[src/rtl/port_link_pkg.sv]
// Shared constants for the torus link endpoint: flit width, connector slice
// layout and the port numbering used by the switch.
package port_pkg;
  localparam int DATA_WIDTH = 37;
  localparam int PORT_SIZE  = DATA_WIDTH + 2;
  localparam int VALID_BIT  = DATA_WIDTH;
  localparam int READY_BIT  = DATA_WIDTH + 1;
  localparam int FIFO_DEPTH = 4;

  localparam logic [1:0] PORT_RIGHT = 2'd0;
  localparam logic [1:0] PORT_DOWN  = 2'd1;
  localparam logic [1:0] PORT_LEFT  = 2'd2;
  localparam logic [1:0] PORT_UP    = 2'd3;

  typedef logic [DATA_WIDTH-1:0] flit_t;
endpackage

[src/rtl/port_link_if.sv]
// Local switch-side flit streams of one port_link, plus receive FIFO fill level.
// Handshake: a transfer happens on a rising edge where valid and ready are both
// high; valid never waits on ready, and data is only meaningful while valid is high.
interface port_link_if
  import port_pkg::*;
#(
  parameter int DW = DATA_WIDTH,
  parameter int CW = $clog2(FIFO_DEPTH) + 1
);
  logic [DW-1:0] tx_data;
  logic          tx_valid;
  logic          tx_ready;
  logic [DW-1:0] rx_data;
  logic          rx_valid;
  logic          rx_ready;
  logic [CW-1:0] rx_count;

  modport master (
    output tx_data, tx_valid, rx_ready,
    input  tx_ready, rx_data, rx_valid, rx_count
  );

  modport slave (
    input  tx_data, tx_valid, rx_ready,
    output tx_ready, rx_data, rx_valid, rx_count
  );
endinterface

[src/rtl/port_link_fifo.sv]
// Small synchronous FIFO with a show-ahead head; pointers wrap naturally and a
// separate count register tells full from empty.
module sync_fifo #(
  parameter int WIDTH = 8,
  parameter int DEPTH = 4
) (
  input  logic                   clk,
  input  logic                   rst,
  input  logic                   push,
  input  logic [WIDTH-1:0]       wdata,
  input  logic                   pop,
  output logic [WIDTH-1:0]       head,
  output logic                   full,
  output logic                   empty,
  output logic [$clog2(DEPTH):0] count
);
  localparam int AW = $clog2(DEPTH);

  logic [WIDTH-1:0] mem [DEPTH];
  logic [AW-1:0]    wr_ptr;
  logic [AW-1:0]    rd_ptr;
  logic             do_push;
  logic             do_pop;

  assign full    = (count == (AW+1)'(DEPTH));
  assign empty   = (count == '0);
  assign do_push = push & ~full;
  assign do_pop  = pop & ~empty;
  assign head    = mem[rd_ptr];

  always_ff @(posedge clk) begin
    if (do_push) mem[wr_ptr] <= wdata;
  end

  always_ff @(posedge clk) begin
    if (rst) begin
      wr_ptr <= '0;
      rd_ptr <= '0;
      count  <= '0;
    end else begin
      if (do_push) wr_ptr <= wr_ptr + 1'b1;
      if (do_pop)  rd_ptr <= rd_ptr + 1'b1;
      case ({do_push, do_pop})
        2'b10:   count <= count + 1'b1;
        2'b01:   count <= count - 1'b1;
        default: count <= count;
      endcase
    end
  end
endmodule

[src/rtl/port_link.sv]
// Switch-side endpoint for one torus link direction pair: registered TX slot
// toward the neighbour and a receive FIFO feeding the switch.
module port_link #(
  parameter int DATA_WIDTH = port_pkg::DATA_WIDTH,
  parameter int PORT_SIZE  = DATA_WIDTH + 2,
  parameter int FIFO_DEPTH = port_pkg::FIFO_DEPTH
) (
  input  logic                 clk,
  input  logic                 rst,
  output logic [PORT_SIZE-1:0] port_o,
  input  logic [PORT_SIZE-1:0] port_i,
  port_link_if.slave           sw
);
  localparam int CW    = $clog2(FIFO_DEPTH) + 1;
  localparam int V_BIT = DATA_WIDTH;
  localparam int R_BIT = DATA_WIDTH + 1;

  logic [DATA_WIDTH-1:0] out_data;
  logic                  out_valid;
  logic                  tx_fire;
  logic                  tx_accept;
  logic                  adv_ready;
  logic                  rx_fire;
  logic                  rx_pop;
  logic                  rx_full;
  logic                  rx_empty;
  logic [CW-1:0]         rx_count;
  logic [DATA_WIDTH-1:0] rx_head;

  // The neighbour sees the same out_valid and ready flops, so both ends agree on the fire.
  assign tx_fire     = out_valid & port_i[R_BIT];
  assign sw.tx_ready = ~rst & (~out_valid | tx_fire);
  assign tx_accept   = sw.tx_valid & sw.tx_ready;

  always_ff @(posedge clk) begin
    if (rst) begin
      out_valid <= 1'b0;
      out_data  <= '0;
    end else if (tx_accept) begin
      out_valid <= 1'b1;
      out_data  <= sw.tx_data;
    end else if (tx_fire) begin
      out_valid <= 1'b0;
    end
  end

  assign adv_ready = ~rst & ~rx_full;
  assign rx_fire   = port_i[V_BIT] & adv_ready;
  assign rx_pop    = sw.rx_valid & sw.rx_ready;

  sync_fifo #(
    .WIDTH (DATA_WIDTH),
    .DEPTH (FIFO_DEPTH)
  ) u_fifo (
    .clk   (clk),
    .rst   (rst),
    .push  (rx_fire),
    .wdata (port_i[DATA_WIDTH-1:0]),
    .pop   (rx_pop),
    .head  (rx_head),
    .full  (rx_full),
    .empty (rx_empty),
    .count (rx_count)
  );

  assign sw.rx_valid = ~rst & ~rx_empty;
  assign sw.rx_data  = sw.rx_valid ? rx_head : '0;
  assign sw.rx_count = rx_count;

  // rst only masks local flops here; nothing from port_i reaches port_o.
  assign port_o = rst ? '0 : {adv_ready, out_valid, out_data};
endmodule

[src/flat_wrapper.sv]
// flat-port wrapper written by rule: the top's interface ports become plain ports
module port_link_flat 
#(
  parameter int DATA_WIDTH = port_pkg::DATA_WIDTH,
  parameter int PORT_SIZE  = DATA_WIDTH + 2,
  parameter int FIFO_DEPTH = port_pkg::FIFO_DEPTH
)
  (clk, rst, port_o, port_i, sw_tx_data, sw_tx_valid, sw_rx_ready, sw_tx_ready, sw_rx_data, sw_rx_valid, sw_rx_count);
  port_link_if sw_i ();
  input  logic clk;
  input  logic rst;
  output logic [PORT_SIZE-1:0] port_o;
  input  logic [PORT_SIZE-1:0] port_i;
  input wire logic [$bits(sw_i.tx_data)-1:0] sw_tx_data;
  input wire logic [$bits(sw_i.tx_valid)-1:0] sw_tx_valid;
  input wire logic [$bits(sw_i.rx_ready)-1:0] sw_rx_ready;
  output wire logic [$bits(sw_i.tx_ready)-1:0] sw_tx_ready;
  output wire logic [$bits(sw_i.rx_data)-1:0] sw_rx_data;
  output wire logic [$bits(sw_i.rx_valid)-1:0] sw_rx_valid;
  output wire logic [$bits(sw_i.rx_count)-1:0] sw_rx_count;
  assign sw_i.tx_data = sw_tx_data;
  assign sw_i.tx_valid = sw_tx_valid;
  assign sw_i.rx_ready = sw_rx_ready;
  assign sw_tx_ready = sw_i.tx_ready;
  assign sw_rx_data = sw_i.rx_data;
  assign sw_rx_valid = sw_i.rx_valid;
  assign sw_rx_count = sw_i.rx_count;
  port_link #(.DATA_WIDTH(DATA_WIDTH), .PORT_SIZE(PORT_SIZE), .FIFO_DEPTH(FIFO_DEPTH)) u_core (.clk(clk), .rst(rst), .port_o(port_o), .port_i(port_i), .sw(sw_i));
endmodule
[config.mk]
export PLATFORM = sky130hd
export DESIGN_NAME = port_link_flat
export DESIGN_NICKNAME = d
export VERILOG_FILES = /design/src/rtl/port_link_pkg.sv /design/src/rtl/port_link_if.sv /design/src/rtl/port_link_fifo.sv /design/src/rtl/port_link.sv /design/src/flat_wrapper.sv
export SDC_FILE = /design/constraint.sdc
export NUM_CORES = 1
export LEC_CHECK = 0
export ABC_AREA = 1
export CORE_ASPECT_RATIO = 2
export CORE_UTILIZATION = 47
export CTS_CLUSTER_DIAMETER = 100
export DETAILED_ROUTE_END_ITERATION = 16
export PLACE_DENSITY = 0.74
export SYNTH_ARGS = -nofsm -noshare
export SYNTH_HDL_FRONTEND = slang
export SYNTH_HIERARCHICAL = 1
export SYNTH_SLANG_ARGS = --single-unit
[constraint.sdc]
create_clock -name clk -period 3.7 [get_ports clk]
set_input_delay 0.37 -clock clk [delete_from_list [all_inputs] [get_ports clk]]
set_output_delay 0.37 -clock clk [all_outputs]
set_load 0.03 [all_outputs]
==> key figures, run 1 <==
Floorplanning
  • Die Wd: approximately 96 µm
  • # IOs: roughly 160
  • Starting density of the core: between 40% and 50%
  • Die ar.: 18100 µm²
  • FP Rows: 68
  • Core area: 17200 µm²
  • Die height: 189 µm

CTS
  • Root Buffer: clkbuf_16
  • Clk_lat worst skew: between 0.4 and 0.5 ns
  • CTS Hold Bufs: 0
  • Post-CTS sizing: 0
  • TritonCTS clock tree: built
  • Clock Sinks: 195
  • Clock slew at reported path FFs: around 0.07 ns
  • CTS Buf Count: 17
  • Max clock buf depth: 2
  • # Post-CTS Setup Buffers: 0
  • H-tree Lvls: 4

Finish
  • Layout cells sized above 1: around 7.8%
  • Fin nets: around 1000
  • Area growth syn-to-layout: 27.4%
  • Util after Layout: between 60% and 70%
  • Antenna cell count: 0

Synth
  • Top post-synthesis cells by area: edfxtp_1 54%, dfxtp_1 11%, nor2_1 6.5%, inv_1 4.4%, nand2_1 3.9%
  • Yosys reg bits: 195
  • Yosys top cell by area: edfxtp_1
  • Post-synth EDFFs: ~150
  • Top cells by count, synth: 148 x edfxtp_1, 142 x nor2_1, 97 x inv_1, 85 x nand2_1, 48 x o21ai_0
  • Count leader, synth: edfxtp_1
  • Yosys warns: 6
  • Mapped Nets: 850
  • Synth Instances: between 700 and 800
  • Post-synth top flop: edfxtp_1
  • Post-Syn Area: ~8000 µm²
  • Synthesized area per cell: 10.8 µm²
  • Share of the yosys chip area belonging to registers: between 60% and 70%
  • Top-area cell type share of the netlist area: ~54%
  • Fraction of registers with async set/reset: 0%
  • Unique masters post-synth: 25

Drt
  • Via count: approximately 5700
  • Drt total wl: between 15000 and 20000 µm
  • First drt pass iteration count: 4
  • Final ANT Viol Nets: 0
  • Via density: around 5
  • Highest routed layer: met4
  • WL met2: roughly 9400 µm
  • DR WL met3: between 900 and 1000 µm
  • Post-Route M1 WL: around 6400 µm
  • 1st-iter DRT viols: roughly 230
  • DRC: 0
  • Avg WL per Cell: 14.9 µm

Timing
  • Fin. max-slew vios: 0
  • Final setup violating endpoints: 0
  • Layout Skew: 0.00947 ns
  • Setup TNS: 0 ns
  • Minimum clock period: 3.42 ns
  • Worst-margin pin slew: approximately 0.99 ns
  • Worst hold slack: 0.509 ns
  • Setup slack after layout: approximately 0.28 ns
  • Slew HR: 33.7%
  • Achievable Freq: ~300 MHz
  • RSZ-0062 raised after global routing: no
  • Final Hold Vio Count: 0
  • Fin crit share: between 90% and 100%

Worst setup path
  • Crit Path Class: reg -> out
  • Worst setup EP type: output pin
  • Worst-path fanout max: 31
  • Crit path arrival time: just over 3 ns
  • Worst Setup Start Kind: register
  • Required time worst endpoint: between 3 and 4 ns

Placed design
  • IO Port Bufs: between 150 and 200
  • Placer's final routability congestion estimate: around 0.8
  • Placement Setup Slack: 0.563 ns
  • Post-detail-place hpwl: 10600 µm

Hold path
  • HP Class: reg -> reg

GRT
  • Largest net degree at the start of global routing: 75
  • Initial antenna violation count: 0
  • GRT Total Usage: 19.5%
  • First-pass GRT wire length: about 27000 µm
  • GRT overflow: 0
  • Vias in the first global route: roughly 5500

Job
  • MaxCap Viol Count: 0

Run status
  • Run status: finished, final reports clean

Pwr
  • Leak Pwr: 3.97 nW
  • Pwr/cell area: about 470 nW/µm²
  • VDD IR-drop max: slightly below 0.0003 V
worst paths after layout:
check             depth (start not counted)                    from                      to  slack (ns)
setup / recovery                          8  u_core/u_fifo/count[0]           sw_rx_data[1]        0.28
hold / removal                            4     u_core/out_data[32]     u_core/out_data[32]        0.51
setup reg to reg                         12  u_core/u_fifo/count[0]  u_core/u_fifo/count[1]        0.93
hold reg to reg                           4     u_core/out_data[32]     u_core/out_data[32]        0.51
kinds of logic (layout without fill, tap and decap cells):
| logic type | count (synthesis) | after routing | synth area share (%) |
|---|---|---|---|
| AOI/OAI and AO/OA | 121 | 121 | 7.92 |
| DFF | 195 | 195 | 65.4 |
| buffers and inverters | 147 | 305 | 8.81 |
| adders and majority gates | 6 | 6 | 1.00 |
| and+or+nand+nor | 295 | 295 | 16.9 |
cell type report:
cell class | count | area, µm²
well taps | 210 | 263
fillers | 1407 | 6690
repair buffers | 174 | 1720
multi-input cells | 422 | 2150
flip-flops and latches | 195 | 5390
clock inverters | 12 | 164
clock buffers | 19 | 433
inverters | 100 | 375
power breakdown:
part / total, mW / internal (mW) / switching [mW]
registers: 2.45 / 2.43 / 0.0202
clock network: 1.84 / 1.12 / 0.724
logic: 0.609 / 0.243 / 0.367
sequential cells by signal (all words and copies together) (netlist names), named ones only:
name	cells
u_core/u_fifo/mem	148
u_core/out_data	37
u_core/u_fifo/count	3
u_core/u_fifo/wr_ptr	2
u_core/u_fifo/rd_ptr	2
u_core/out_valid	1
critical path: stages (launching register included):
cell and delay [ns]:
dfxtp_1 0.31, inv_1 0.15, nand3_1 0.19, inv_1 0.16, nor2_4 0.04, inv_2 0.70, buf_4 0.38, nor2_1 0.06
clkdlybuf4s50_1 0.60
metrics by stage:
step           instance area, µm²  total power [mW]  instances
2_1_floorplan                8240              2.87        764
3_3_place_gp                 9900              3.11       1101
3_5_place_dp                 9900              3.12       1101
4_1_cts                     10500              4.94       1132
5_1_grt                     10500              5.08       1132
6_report                    10500              4.91       1132
metal layers:
metal / track usage, % / vias to the layer above
li1: - / 2851
met1: 20.1 / 2671
met2: 36.9 / 149
met3: 5.02 / 14
met4: 6.20 / 0
met5: 0 / -
layout by cell type, fill, tap and decap left out:
cell and count:
dfxtp_1 46, o22ai_1 37, dfxtp_2 1, nor2_1 138, clkbuf_1 2, nand2_2 1
clkinv_2 2, inv_1 97, nand3b_1 1, edfxtp_1 148, nand3_1 5, clkbuf_16 17
nor2_4 25, buf_4 14, ha_1 5, o21ai_1 28, clkinv_1 3, nand4_1 38
a21oi_1 8, buf_12 1, inv_2 3, bufinv_16 4, clkinvlp_2 1, o21ai_0 48
fa_1 1, clkdlybuf4s50_1 159, nand2_1 85, nand3_4 1, clkinv_4 2, nor3b_1 1
Power figures use the tool's default switching activity.
==> run 2: changes to the inputs <==
CORE_UTILIZATION = 30   (was 47)
PLACE_DENSITY = default   (was 0.74)
SETUP_SLACK_MARGIN = 0.1   (was default)
==> run 2 against run 1 <==
Net effect:
- power increased by 0.19%
- die area rose by 56%
- clock power about the same
- cell count up 12%
- count of clock-buffer cells in the layout is 1 lower
- critical path type unchanged
==> key figures, run 2 (synthesis results as in run 1) <==
Worst setup path
  • Worst-path fanout max: 52 (+68%)
  • Crit path arrival time: 2.88 ns (-0.17 ns)
  • Crit-path cells: buf_4 > o21ai_0 > o22ai_1 > inv_1 > nor2_4 > clkdlybuf4s50_1
  • Required time worst endpoint: 3.33 ns (about the same)
  • Crit Path Class: reg -> out
  • Worst Setup Start Kind: register
  • Worst setup EP type: output pin
  • Critical path's largest stage delay: 0.66 ns (-0.04 ns)
  • Crit path max-delay cell type: clkdlybuf4s50_1
  • CP Buf/Inv Count: 3 (-2)
  • Worst path top cell family by delay: buffers and inverters

Placed design
  • Placement Setup Slack: 0.590 ns (+0.0265 ns)
  • Post-detail-place hpwl: 12300 µm (+16%)
  • Placer's final routability congestion estimate: 0.782 (-1.4%)
  • Cells after DPL: 1239 (+13%)
  • IO Port Bufs: 160 (unchanged)

Finish
  • Max reg flops: 148 (unchanged)
  • Fillers: 2627 (+87%)
  • Storage cell area: 5390 µm² (unchanged)
  • Fin nets: 996 (unchanged)
  • Commonest non-fill, non-tap cell in the layout: clkdlybuf4s50_1
  • Multi-input logic area: 2150 µm² (unchanged)
  • Biggest regs: u_core/u_fifo/mem (148), u_core/out_data (37), u_core/u_fifo/count (3)
  • Finished Layout Cells: 1271 (+12%)
  • Antenna cell count: 0 (unchanged)
  • Largest register by flop count: u_core/u_fifo/mem
  • Layout cells sized above 1: 7.91% (+0.10 points)
  • Area growth syn-to-layout: 30.0%
  • Most frequent cells in the layout: 160 x clkdlybuf4s50_1, 148 x edfxtp_1, 138 x nor2_1

Hold path
  • HP Class: in -> reg

Drt
  • DRC: 0 (unchanged)
  • 1st-iter DRT viols: 253 (+11%)
  • Post-Route M1 WL: 6900 µm (+8.5%)
  • Via density: 4.52 (-9.9%)
  • Highest routed layer: met5
  • First drt pass iteration count: 4 (unchanged)
  • Via count: 5748 (+1.1%)
  • DR WL met3: 1310 µm (+42%)
  • Avg WL per Cell: 14.9 µm (+0.17%)
  • Final ANT Viol Nets: 0 (unchanged)
  • WL met2: 10300 µm (+9.4%)
  • Drt total wl: 19000 µm (+12%)

Timing
  • Final Hold Vio Count: 0 (unchanged)
  • Slew HR: 53.5% (+20 points)
  • Worst-margin pin slew: 0.695 ns (-0.298 ns)
  • Final setup violating endpoints: 0 (unchanged)
  • Setup TNS: 0 ns (unchanged)
  • RSZ-0062 raised after global routing: no
  • Fin. max-slew vios: 0 (unchanged)
  • Layout Skew: 0.00781 ns (-0.00167 ns)
  • Setup slack after layout: 0.455 ns (+0.172 ns)
  • Fin crit share: 87.7% (-4.6 points)
  • Achievable Freq: 308 MHz (+5.3%)
  • Minimum clock period: 3.25 ns (-0.172 ns)

GRT
  • GRT Total Usage: 14.2% (-5.3 points)
  • Largest net degree at the start of global routing: 53 (-29%)
  • First-pass GRT wire length: 30500 µm (+15%)
  • GRT overflow: 0 (unchanged)
  • Vias in the first global route: 5824 (+6.6%)
  • Initial antenna violation count: 3 (+3)

Pwr
  • Switching Power: 1.23 mW (+11%)
  • Power Total: 4.91 mW (+0.19%)
  • Reg power frac: 49.9% (about the same)
  • P_int: 3.68 mW (-2.9%)
  • Sw frac: 25.1% (+2.4 points)
  • Comb pwr share: 12.6% (+0.2 points)
  • VDD IR-drop max: 0.000197 V (-33%)
  • Clock power share: 37.5% (about the same)
  • Pwr/cell area: 459 nW/µm² (-1.8%)
  • Leak Pwr: 3.97 nW (-0.21%)

CTS
  • TritonCTS clock tree: built
  • Clock Sinks: 195 (unchanged)
  • H-tree Lvls: 4 (unchanged)
  • Max clock buf depth: 2 (unchanged)
  • CTS Buf Count: 17 (unchanged)
  • Clk_lat worst skew: 0.44 ns (+0.02 ns)
  • Clock slew at reported path FFs: 0.07 ns (about the same)
  • Root Buffer: clkbuf_16

Floorplanning
  • Starting density of the core: 30.6% (-17 points)
  • Die Wd: 119 µm (+25%)
  • # IOs: 161 (unchanged)
  • FP Rows: 85 (+25%)
  • Die ar.: 28200 µm² (+56%)
  • Core area: 26900 µm² (+57%)
  • Die height: 236 µm (+25%)

Job
  • MaxCap Viol Count: 0 (unchanged)

Run status
  • Run status: finished, final reports clean
[run 2: worst min-delay path, stage by stage]
cell             delay (ns)
clkdlybuf4s50_1        0.40
nand4_1                0.08
nand2_1                0.05
[run 2: metal layers]
layer | up-vias | GRT usage (%)
met5 | - | 0
met2 | 166 | 26.2
met1 | 2690 | 14.0
li1 | 2857 | -
met4 | 6 | 6.33
met3 | 29 | 4.91
[run 2: worst paths after layout]
path                                               from  slack (ns)                 endpoint  depth (start not counted)
worst max-delay path                           register        0.45           sw_rx_data[32]                          6
worst min-delay path                     sw_tx_data[36]        0.49      u_core/out_data[36]                          3
worst max register to register   u_core/u_fifo/count[0]        1.19   u_core/u_fifo/count[2]                         17
worst min register to register  u_core/u_fifo/rd_ptr[0]        0.50  u_core/u_fifo/rd_ptr[0]                          2
[run 2: cell type report]
cell class	instances	area share (%)
tap	348	4.07
sequential	195	50.3
clock inverter	14	1.43
clock buffer	18	4.01
multi-input combinational	422	20.1
inverter	100	3.53
timing repair buffer	174	16.5
[run 2: timing repair]
item	CTS	global route
setup buffers	0	0
gates resized for setup	0	2
setup endpoints to repair	0	6
hold buffers	0	0
[run 2: through the flow]
stage	hold slack (ns)	utilization, %	cell area, µm²
floorplan	0.448	-	8240
global placement	0.477	37.6	10100
detailed placement	0.482	37.6	10100
CTS	0.459	39.8	10700
global route	0.490	39.8	10700
finish	0.487	39.8	10700
[run 2: power groups by stage]
stage	clock network [mW]	logic, mW	registers, mW
floorplan	0	0.367	2.50
finish	1.84	0.620	2.45
global route	1.97	0.676	2.46
global placement	0	0.625	2.50
CTS	1.91	0.631	2.45
detailed placement	0	0.628	2.50
